--- src/rtl/pipe_stage_buf_pkg.sv ---
// pipe_stage_buf_pkg: shared types for valid/ready pipeline stage buffers.
package pipe_stage_buf_pkg;
  typedef enum logic [1:0] {ST_EMPTY, ST_FULL, ST_SKID} stage_state_t;
  localparam int STAGE_OCC_W = 2;
endpackage

--- src/rtl/pipe_stage_buf_if.sv ---
// pipe_stage_buf_if: upstream/downstream handshake bundle for one pipeline stage.
interface pipe_stage_buf_if import pipe_stage_buf_pkg::*; #(
  parameter int DATA_W = 64
);
  logic                   flush;
  logic                   in_valid;
  logic                   in_ready;
  logic [DATA_W-1:0]      in_data;
  logic                   out_valid;
  logic                   out_ready;
  logic [DATA_W-1:0]      out_data;
  logic [STAGE_OCC_W-1:0] occupancy;
  modport master (
    output flush, in_valid, in_data, out_ready,
    input  in_ready, out_valid, out_data, occupancy
  );
  modport slave (
    input  flush, in_valid, in_data, out_ready,
    output in_ready, out_valid, out_data, occupancy
  );
endinterface

--- src/rtl/pipe_stage_buf.sv ---
// pipe_stage_buf: valid/ready pipeline stage with optional 2-entry skid buffer and flush.
module pipe_stage_buf import pipe_stage_buf_pkg::*; #(
  parameter int DATA_W         = 64,
  parameter bit SKID_EN        = 1,
  parameter bit CLEAR_ON_FLUSH = 1
) (
  input logic             clk,
  input logic             reset,
  pipe_stage_buf_if.slave bus
);
  stage_state_t      state;
  logic [DATA_W-1:0] main_q;
  logic              acc;
  logic              take;
  assign acc           = bus.in_valid & bus.in_ready;
  assign take          = bus.out_valid & bus.out_ready;
  assign bus.out_valid = state != ST_EMPTY;
  assign bus.out_data  = main_q;
  // state encoding doubles as the entry count
  assign bus.occupancy = STAGE_OCC_W'(state);
  generate
    if (SKID_EN) begin : g_skid
      logic [DATA_W-1:0] skid_q;
      assign bus.in_ready = state != ST_SKID;
      always_ff @(posedge clk) begin
        if (reset) begin
          state  <= ST_EMPTY;
          main_q <= '0;
          skid_q <= '0;
        end else if (bus.flush) begin
          state <= ST_EMPTY;
          if (CLEAR_ON_FLUSH) begin
            main_q <= '0;
            skid_q <= '0;
          end
        end else begin
          case (state)
            ST_EMPTY: if (acc) begin
              state  <= ST_FULL;
              main_q <= bus.in_data;
            end
            ST_FULL: if (acc && take) begin
              main_q <= bus.in_data;
            end else if (acc) begin
              state  <= ST_SKID;
              skid_q <= bus.in_data;
            end else if (take) begin
              state <= ST_EMPTY;
            end
            ST_SKID: if (take) begin
              state  <= ST_FULL;
              main_q <= skid_q;
            end
            default: state <= ST_EMPTY;
          endcase
        end
      end
    end else begin : g_noskid
      assign bus.in_ready = bus.out_ready | ~bus.out_valid;
      always_ff @(posedge clk) begin
        if (reset) begin
          state  <= ST_EMPTY;
          main_q <= '0;
        end else if (bus.flush) begin
          state <= ST_EMPTY;
          if (CLEAR_ON_FLUSH) main_q <= '0;
        end else if (acc) begin
          state  <= ST_FULL;
          main_q <= bus.in_data;
        end else if (take) begin
          state <= ST_EMPTY;
        end
      end
    end
  endgenerate
endmodule

--- src/flat_wrapper.sv ---
// flat-port wrapper written by rule: the top's interface ports become plain ports
module pipe_stage_buf_flat import pipe_stage_buf_pkg::*;
#(
  parameter int DATA_W         = 64,
  parameter bit SKID_EN        = 1,
  parameter bit CLEAR_ON_FLUSH = 1
)
  (clk, reset, bus_flush, bus_in_valid, bus_in_data, bus_out_ready, bus_in_ready, bus_out_valid, bus_out_data, bus_occupancy);
  pipe_stage_buf_if #(.DATA_W(DATA_W)) bus_i ();
  input logic clk;
  input logic reset;
  input wire logic [$bits(bus_i.flush)-1:0] bus_flush;
  input wire logic [$bits(bus_i.in_valid)-1:0] bus_in_valid;
  input wire logic [$bits(bus_i.in_data)-1:0] bus_in_data;
  input wire logic [$bits(bus_i.out_ready)-1:0] bus_out_ready;
  output wire logic [$bits(bus_i.in_ready)-1:0] bus_in_ready;
  output wire logic [$bits(bus_i.out_valid)-1:0] bus_out_valid;
  output wire logic [$bits(bus_i.out_data)-1:0] bus_out_data;
  output wire logic [$bits(bus_i.occupancy)-1:0] bus_occupancy;
  assign bus_i.flush = bus_flush;
  assign bus_i.in_valid = bus_in_valid;
  assign bus_i.in_data = bus_in_data;
  assign bus_i.out_ready = bus_out_ready;
  assign bus_in_ready = bus_i.in_ready;
  assign bus_out_valid = bus_i.out_valid;
  assign bus_out_data = bus_i.out_data;
  assign bus_occupancy = bus_i.occupancy;
  pipe_stage_buf #(.DATA_W(DATA_W), .SKID_EN(SKID_EN), .CLEAR_ON_FLUSH(CLEAR_ON_FLUSH)) u_core (.clk(clk), .reset(reset), .bus(bus_i));
endmodule
--- config.mk ---
export PLATFORM = sky130hd
export DESIGN_NAME = pipe_stage_buf_flat
export DESIGN_NICKNAME = d
export VERILOG_FILES = /design/src/rtl/pipe_stage_buf_pkg.sv /design/src/rtl/pipe_stage_buf_if.sv /design/src/rtl/pipe_stage_buf.sv /design/src/flat_wrapper.sv
export SDC_FILE = /design/constraint.sdc
export NUM_CORES = 1
export LEC_CHECK = 0
export CAP_MARGIN = 15
export CORE_MARGIN = 2
export CORE_UTILIZATION = 49
export CTS_BUF_LIST = sky130_fd_sc_hd__clkbuf_16
export DETAILED_ROUTE_END_ITERATION = 6
export MAX_ROUTING_LAYER = met4
export PLACE_DENSITY_LB_ADDON = 0.12
export SYNTH_ARGS = -nofsm -noshare
export SYNTH_HDL_FRONTEND = slang
export SYNTH_SLANG_ARGS = --single-unit
--- constraint.sdc ---
create_clock -name clk -period 1.5 [get_ports clk]
set_input_delay 0.3 -clock clk [delete_from_list [all_inputs] [get_ports clk]]
set_output_delay 0.3 -clock clk [all_outputs]
set_load 0.05 [all_outputs]
# Word-level counts from Yosys, hierarchy flattened

Cells that the tools add are included.

Register bits: 130
Bits of input ports: 69
Output and inout bits: 68
Logic and storage cells: 32

Eq/ne operators: 8
Multiplexer cells: 10
Bitwise operators: 3
Reductions and logical operators: 8

Operators by type and width:

| kind                 | count |
|---|---|
| $mux W64             | 3 |
| $pmux W64 S3         | 1 |
| $mux W2              | 5 |
| $reduce_and A4 Y1    | 2 |
| $ne A2 B1 Y1 const B | 3 |
| $pmux W2 S3          | 1 |
| $ne A2 B2 Y1 const B | 2 |
| $ne A3 B1 Y1 const B | 1 |
| $reduce_and A3 Y1    | 1 |
| $reduce_bool A3 Y1   | 1 |
| $and A1 B1 Y1        | 2 |
| $eq A2 B1 Y1 const B | 1 |
| $eq A2 B2 Y1 const B | 1 |
| $logic_not A2 Y1     | 1 |
| $reduce_bool A2 Y1   | 1 |
| $reduce_or A2 Y1     | 1 |
| $logic_and A1 B1 Y1  | 1 |
| $not A1 Y1           | 1 |

# Longest topological paths before layout

Gate-level depths: netlist of the first run.

Word-level depth: 6
Mapped depth: 6
Depth with buffers taken out: 3

# Least setup slack after synthesis of the first run

OpenSTA, ideal clock, no wires.

Kind: flip-flop to flip-flop
Start point: register u_core.state[0] (netlist: u_core.bus.occupancy[0])
End point: register u_core.main_q[23] (netlist: u_core.bus.out_data[23])
Library setup time: 0.135 ns
Data arrival time: 1.577 ns
Required time: 1.365 ns
Path slack: -0.211 ns
Stages on the path, launching flop included: 6
Buffers on the path: 2
Period minus slack after synthesis: 1.711 ns
Path through: dfxtp_1 > and3b_1 > buf_2 > buf_4 > a211oi_1 > a211oi_2

Longest elaborated chain between the ends: 5
Elaborated cells on any way between the ends: 14
Classes of those cells: 6 x eq/ne; 1 x mux; 2 x bitwise; 5 x reduce/logical

RTL lines:

| what                                                      | RTL line                                   | RTL |
|---|---|---|
| start, declared                                           | pipe_stage_buf.sv:11                       | `stage_state_t state;` |
| start signal, assigned                                    | pipe_stage_buf.sv:27                       | `state <= ST_EMPTY;` |
| start signal, assigned                                    | pipe_stage_buf.sv:31                       | `state <= ST_EMPTY;` |
| start signal, assigned                                    | pipe_stage_buf.sv:39                       | `state <= ST_FULL;` |
| $ne A2 B2 Y1 / $reduce_bool A2 Y1 (equally long branches) | pipe_stage_buf.sv:24, pipe_stage_buf.sv:17 |  |
| $and A1 B1 Y1, on equally long branches                   | pipe_stage_buf.sv:15, pipe_stage_buf.sv:16 |  |
| $logic_and A1 B1 Y1                                       | pipe_stage_buf.sv:42                       | `ST_FULL: if (acc && take) begin` |
| $ne A2 B1 Y1 (no source line)                             | n/a                                        |  |
| $reduce_and A4 Y1 (no source line)                        | n/a                                        |  |
| end signal, assigned                                      | pipe_stage_buf.sv:40                       | `main_q <= bus.in_data;` |
| end signal, assigned                                      | pipe_stage_buf.sv:43                       | `main_q <= bus.in_data;` |
| end signal, assigned                                      | pipe_stage_buf.sv:52                       | `main_q <= skid_q;` |
| end, declared                                             | pipe_stage_buf.sv:12                       | `logic [DATA_W-1:0] main_q;` |

Parallel ways exist; a longest one is shown, timed or not.
A chain may end at the register's enable or synchronous reset.

# Worst setup path in the final report of the first run

Start point: register u_core.state[1] (netlist: u_core.bus.occupancy[1])
End point: register u_core.main_q[0] (netlist: u_core.bus.out_data[0])

The elaborated chain is that of the path after synthesis.

==> key figures, run 1 <==
Clock network
  – Clock tree buffer depth: 2
  – Worst-skew pair later-pin latency: between 0.4 and 0.5 ns
  – Num CTS Buffers: 17
  – Clk sinks: 130
  – Clock Tree Root: clkbuf_16
  – Clock transition at the registers of the reported paths: roughly 0.060 ns
  – CTS Hold Buffers Added: 0
  – H-tree depth: 4
  – CTS tree: built

Setup path
  – Critical path arrival: 1.86 ns
  – Worst EP required: approximately 1.8 ns
  – CP startpoint kind: register
  – CP Class: register to register
  – Max FO, Critical Path: 17
  – Crit. End Element: register

Drt
  – Top sig layer: met4
  – Vias: roughly 5200
  – Antenna-violating nets left: 0
  – Routed metal-1 wirelength: between 6000 and 7000 um
  – DRT iter0 DRCs: between 300 and 400
  – First-pass DRT Iterations: 5
  – WL met2: roughly 8600 um
  – Total Routed Length: 16900 um
  – Remaining DRCs: 0
  – Drt wl/cell: 19.1 um
  – Via/cell ratio: slightly below 6
  – Metal3 WL: between 1000 and 1500 um

Synth
  – Main combinational cell family by area after synthesis: compound AO/OA/AOI/OAI gates
  – Cell Area, Synth: 5550 sq um
  – XOR/XNOR Fraction of Synth Area: 0
  – Syn nets: roughly 670
  – Multiplexer share of the synthesized area: 0.115
  – EDFF count, synth: 0
  – Register area share after synthesis: 0.469
  – Cell variety after synth: 23
  – Fraction of registers with async set/reset: 0
  – Post-synthesis compound-gate area fraction: 0.240
  – Simple-Gate Fraction of Synth Area: 0.102
  – FF+latch count, synth: between 100 and 150
  – Adder-cell share of the synthesized area: 0
  – Post-Syn Instances: 596
  – YS warnings: 0
  – Most used DFF post-synth: dfxtp_1
  – Syn_area_per_cell: 9.31 sq um

Global route
  – First-pass GRT wire length: approximately 24000 um
  – Largest net degree at the start of global routing: between 50 and 60
  – Gr ovfl total: 0
  – Total track usage: 0.265
  – Antenna violations before repair: 0
  – Vias in the first global route: ~5000

Timing
  – RSZ-0062 raised after global routing: yes
  – Hold Vio Cnt, Final: 0
  – Fmax: 653 MHz
  – Setup Skew: around 0.0074 ns
  – Final Max Slew Viols: 0
  – Part of the cycle the worst path needs: 1.02
  – Final Worst Setup Slack: -0.0322 ns
  – Slew headroom: 0.781
  – Fin Setup TNS: -0.174 ns
  – Tightest Pin Transition: around 0.33 ns
  – Final setup vio count: 15
  – Min Tclk post-route: 1.53 ns

Power
  – Pwr Density: 1080 nW/um^2
  – VDD IR-drop max: between 0.7 and 0.8 mV
  – P_leak: approximately 3.6 nW
  – Overall power: 9.82 mW

Final layout
  – Final core occ: 0.832
  – Layout Nets: approximately 800
  – N_diodes: 0
  – Share of layout cells above drive strength 1: 0.321
  – Area Overhead vs Synth: 64.1%

Floorplanning
  – Die area: 12200 sq um
  – Die X: 110 um
  – Core area: approximately 11000 sq um
  – Rows: 38
  – Die Y: about 110 um
  – Initial Util: 0.507
  – Io pins: 137

Status
  – Failing checks: setup timing
  – Run status: complete, but fails checks

Min path
  – Worst Hold Class: primary input to register

Placed design
  – IO Port Bufs: roughly 140
  – DP Worst Slack: -0.356 ns
  – Placer Congestion: between 0.8 and 0.9
  – Final HPWL DP: between 9000 and 10000 um

Job
  – Max cap viols: 0
[logic make-up after synthesis]
family	count (synthesis)
AOI/OAI and AO/OA	197
DFF	130
muxes	64
and+or+nand+nor	140
buffers and inverters	65
[layer usage]
layer	vias to the layer above	GRT usage
li1	2422	-
met1	2505	0.327
met2	238	0.435
met3	26	0.0588
met4	0	0.0821
met5	-	-
[path summary, 6_finish.rpt]
path                                         start  cells after the start  slack [ns]                                     to
max reg2reg   u_core.bus.occupancy[1]$_SDFFE_PP0P_                      5       -0.03    u_core.bus.out_data[0]$_SDFFE_PP0P_
min reg2reg  u_core.g_skid.skid_q[26]$_SDFFE_PP0P_                      2        0.45  u_core.g_skid.skid_q[26]$_SDFFE_PP0P_
min                                  bus_out_ready                      3        0.31   u_core.bus.occupancy[1]$_SDFFE_PP0P_
max           u_core.bus.occupancy[1]$_SDFFE_PP0P_                      5       -0.03    u_core.bus.out_data[0]$_SDFFE_PP0P_
[cells in the mapped netlist, types with 2 or more instances]
master | n | area, sq um
dfxtp_1 | 130 | 2600
nand2_1 | 130 | 488
a211oi_1 | 127 | 953
a21oi_1 | 65 | 325
mux2i_1 | 64 | 641
buf_2 | 25 | 125
clkbuf_1 | 16 | 60.1
buf_4 | 10 | 75.1
buf_1 | 7 | 26.3
buf_12 | 5 | 100
a211oi_2 | 2 | 25.0
a21o_1 | 2 | 15.0
buf_6 | 2 | 22.5
nand2b_1 | 2 | 12.5
[what timing repair did]
| item | CTS | global route |
|---|---|---|
| endpoints found under the hold margin | 0 | 0 |
| pin swaps | 0 | 1 |
| setup endpoints to repair | 2 | 83 |
| buffers inserted | 6 | 1 |
| cloned | 1 | 3 |
| resized for setup | 13 | 85 |
[state kept, by name (all words and copies together) (netlist names)]
| register | flops |
|---|---|
| u_core.bus.out_data | 64 |
| u_core.bus.occupancy | 2 |
| u_core.g_skid.skid_q | 64 |
[cells in the final DEF (no fill, tap or decap), types with 5 or more instances in the layout]
| master | n |
|---|---|
| a21oi_1 | 54 |
| nand2_1 | 130 |
| buf_6 | 7 |
| a211oi_1 | 59 |
| buf_4 | 17 |
| buf_12 | 82 |
| clkdlybuf4s50_1 | 67 |
| a21oi_2 | 11 |
| a211oi_2 | 69 |
| mux2i_1 | 59 |
| mux2i_2 | 5 |
| bufinv_16 | 5 |
| dfxtp_1 | 128 |
| clkbuf_16 | 21 |
[report_power, final]
part           leakage, nW  internal (mW)  switching [mW]  total [mW]
logic                 2.19          0.763           0.785        1.55
registers             1.06           3.55           0.108        3.65
clock network        0.326           3.04            1.58        4.62
[stage by stage]
stage               std cells  hold WS [ns]  area [sq um]
floorplan                 596         0.371          5550
global placement          839         0.441          7830
detailed placement        839         0.446          7830
CTS                       878         0.453          8630
global route              882         0.318          9100
finish                    882         0.309          9100
[critical path, cell delays in order, from the launching register on]
cell	delay, ns
dfxtp_4	0.36
buf_4	0.17
and3b_2	0.27
a21o_4	0.23
clkbuf_16	0.20
a211oi_1	0.22
[final cells by class]
type | instances | area (sq um)
fill | 598 | 1830
clock buffer | 18 | 450
sequential | 130 | 2610
timing repair buffer | 179 | 2650
multi-input combinational | 401 | 3010
tap | 140 | 175
clock inverter | 14 | 209
Note: power is estimated with default switching activity, not from simulation.
==> run 2: changes to the inputs <==
Settings changed: CTS_CLUSTER_DIAMETER set to 200.
==> results of run 2 <==
No change in the layout: final DEF, timing and power equal those of run 1.
==> run 3: changes to the inputs <==
Settings changed: RECOVER_POWER set to 25, TNS_END_PERCENT set to 50.
==> run 3 against run 2 <==
Compared with the run above: the run still ends with setup timing left; maximum frequency decreased by 1.4%; sequential share of layout area grew 1.8 points; sequential power is essentially flat; clock-buffer cell count unchanged.
==> key figures, run 3 (synthesized netlist as in run 1, its figures left out) <==
Status
  – Run status: complete, but fails checks
  – Failing checks: setup timing

Power
  – Overall power: between 9 and 10 mW
  – P_leak: 3.44 nW
  – VDD IR-drop max: around 0.8 mV
  – Pwr Density: 1130 nW/um^2

Placed design
  – Placer Congestion: 0.819
  – DP Worst Slack: -0.356 ns
  – Placed inst area: around 8000 sq um
  – IO Port Bufs: around 140
  – Final HPWL DP: between 9000 and 10000 um

Timing
  – Fin Setup TNS: -0.262 ns
  – Fmax: roughly 640 MHz
  – Part of the cycle the worst path needs: 1.04
  – Final Max Slew Viols: 0
  – Final Worst Setup Slack: -0.0537 ns
  – Min Tclk post-route: 1.55 ns
  – Final setup vio count: 13
  – Setup Skew: around 0.007 ns
  – Hold Vio Cnt, Final: 0
  – RSZ-0062 raised after global routing: yes
  – Slew headroom: 0.762
  – Tightest Pin Transition: around 0.35 ns

Setup path
  – Critical path's slowest cell: dfxtp_4
  – Worst path cell trace: buf_4 -> and3b_2 -> buf_12 -> a211oi_1 -> a211oi_2
  – CP startpoint kind: register
  – Worst r2r src: u_core.bus.occupancy[1]$_SDFFE_PP0P_
  – CP Class: register to register
  – Crit path from: u_core.bus.occupancy[1]$_SDFFE_PP0P_
  – Crit. End Element: register
  – FF-to-FF setup slack: -0.05 ns
  – R2R depth: 5
  – Buf+Inv Stages, Crit Path: 2
  – Top delay family on crit path: compound AO/OA/AOI/OAI gates
  – Max FO, Critical Path: 31
  – End of the worst register-to-register path: u_core.bus.out_data[24]$_SDFFE_PP0P_
  – Critical path arrival: 1.83 ns
  – Critical path's largest stage delay: ~0.36 ns
  – Worst EP required: about 1.8 ns

Drt
  – First-pass DRT Iterations: 5
  – Drt wl/cell: between 15 and 20 um
  – Remaining DRCs: 0
  – DRT iter0 DRCs: about 300
  – Total Routed Length: approximately 17000 um
  – Antenna-violating nets left: 0
  – Vias: roughly 5200
  – Via/cell ratio: just under 6

Final layout
  – N_diodes: 0
  – Share of layout cells above drive strength 1: 0.308
  – Area Overhead vs Synth: 54.6%
  – Final core occ: 0.784
  – Layout Nets: 797
  – Most common cell after layout, fill and taps aside: nand2_1
  – Finished layout cell area: around 8600 sq um
  – Most frequent cells in the layout: nand2_1 (130), dfxtp_1 (128), clkdlybuf4s50_1 (67)

Floorplanning
  – Initial Util: 0.507
  – Die X: about 110 um
  – Io pins: 137
  – Die area: around 12000 sq um
  – Die Y: about 110 um
  – Core area: approximately 11000 sq um
  – Rows: 38

Clock network
  – Worst-skew pair later-pin latency: around 0.41 ns
  – Clock tree buffer depth: 2
  – CTS tree: built
  – H-tree depth: 4
  – Clk sinks: between 100 and 150
  – Clock transition at the registers of the reported paths: around 0.060 ns
  – CTS Hold Buffers Added: 0
  – Num CTS Buffers: 17
  – Clock Tree Root: clkbuf_16

Global route
  – Vias in the first global route: roughly 5000
  – Total track usage: 0.265
  – Largest net degree at the start of global routing: 59
  – Gr ovfl total: 0
  – First-pass GRT wire length: about 24000 um
  – Antenna violations before repair: 0

Min path
  – Worst hold path startpoint: bus_out_ready
  – WHS Endpoint: u_core.bus.occupancy[1]$_SDFFE_PP0P_
  – Hold Path Depth: 3
  – Worst Hold Class: primary input to register

Job
  – Max cap viols: 0
==> run 3: cell types whose count changed in the layout (fill, tap and decap cells not counted) <==
cell and change:
a211oi_2 -5, buf_12 -30, buf_4 +3, a21oi_2 -4, clkbuf_16 -1, a21oi_1 +4, buf_8 -1, buf_6 -2
a211oi_1 +5, clkbuf_2 +30
==> run 3: cell type report <==
class                      instances  area (sq um)
clock buffer                      18           450
clock inverter                    14           209
fill                             670          2360
multi-input combinational        401          2970
sequential                       130          2610
tap                              140           175
timing repair buffer             178          2160
==> run 3: routing by layer <==
| metal | vias up | part of all wire | wire (um) | global-route usage |
|---|---|---|---|---|
| met4 | 0 | 0.017 | 278 | 0.0821 |
| met2 | 225 | 0.50 | 8410 | 0.435 |
| met5 | - | 0 | 0 | - |
| met3 | 29 | 0.064 | 1080 | 0.0588 |
| met1 | 2509 | 0.42 | 7020 | 0.327 |
| li1 | 2431 | - | - | - |
==> run 3: metrics by stage <==
stage                     hold slack [ns]  instances
after global placement              0.441        839
after CTS                           0.453        878
after global routing                0.317        881
final                               0.305        881
after detailed placement            0.446        839
after floorplan                     0.371        596
==> run 3: worst register-to-register path, delay by kind of cell, from the launching register on <==
| kind | cells | cell delay, ns |
|---|---|---|
| and+or+nand+nor | 1 | 0.27 |
| AOI/OAI and AO/OA | 2 | 0.45 |
| DFF | 1 | 0.36 |
| buffers and inverters | 2 | 0.36 |
==> run 3: how the worst max path moves through the flow <==
stage                                                        to  slack [ns]  cells past startpoint
after floorplan            u_core.bus.out_data[55]$_SDFFE_PP0P_        0.05                      6
after global placement     u_core.g_skid.skid_q[0]$_SDFFE_PP0P_       -0.25                      7
after detailed placement  u_core.g_skid.skid_q[30]$_SDFFE_PP0P_       -0.36                      7
after CTS                                          bus_in_ready       -0.05                      4
after global routing       u_core.bus.out_data[24]$_SDFFE_PP0P_       -0.11                      5
final                      u_core.bus.out_data[24]$_SDFFE_PP0P_       -0.05                      5
==> run 3: repair_timing <==
item,CTS,global route
setup buffers,6,1
gates resized for setup,13,72
setup endpoints to repair,2,83
cloned,1,2
pin swaps,0,1
==> run 3: power breakdown <==
group          internal, mW  switching (mW)  leakage (nW)
sequential             3.55          0.0856          1.06
clock                  3.04            1.56         0.326
combinational         0.641           0.781          2.06
total                  7.23            2.43          3.44
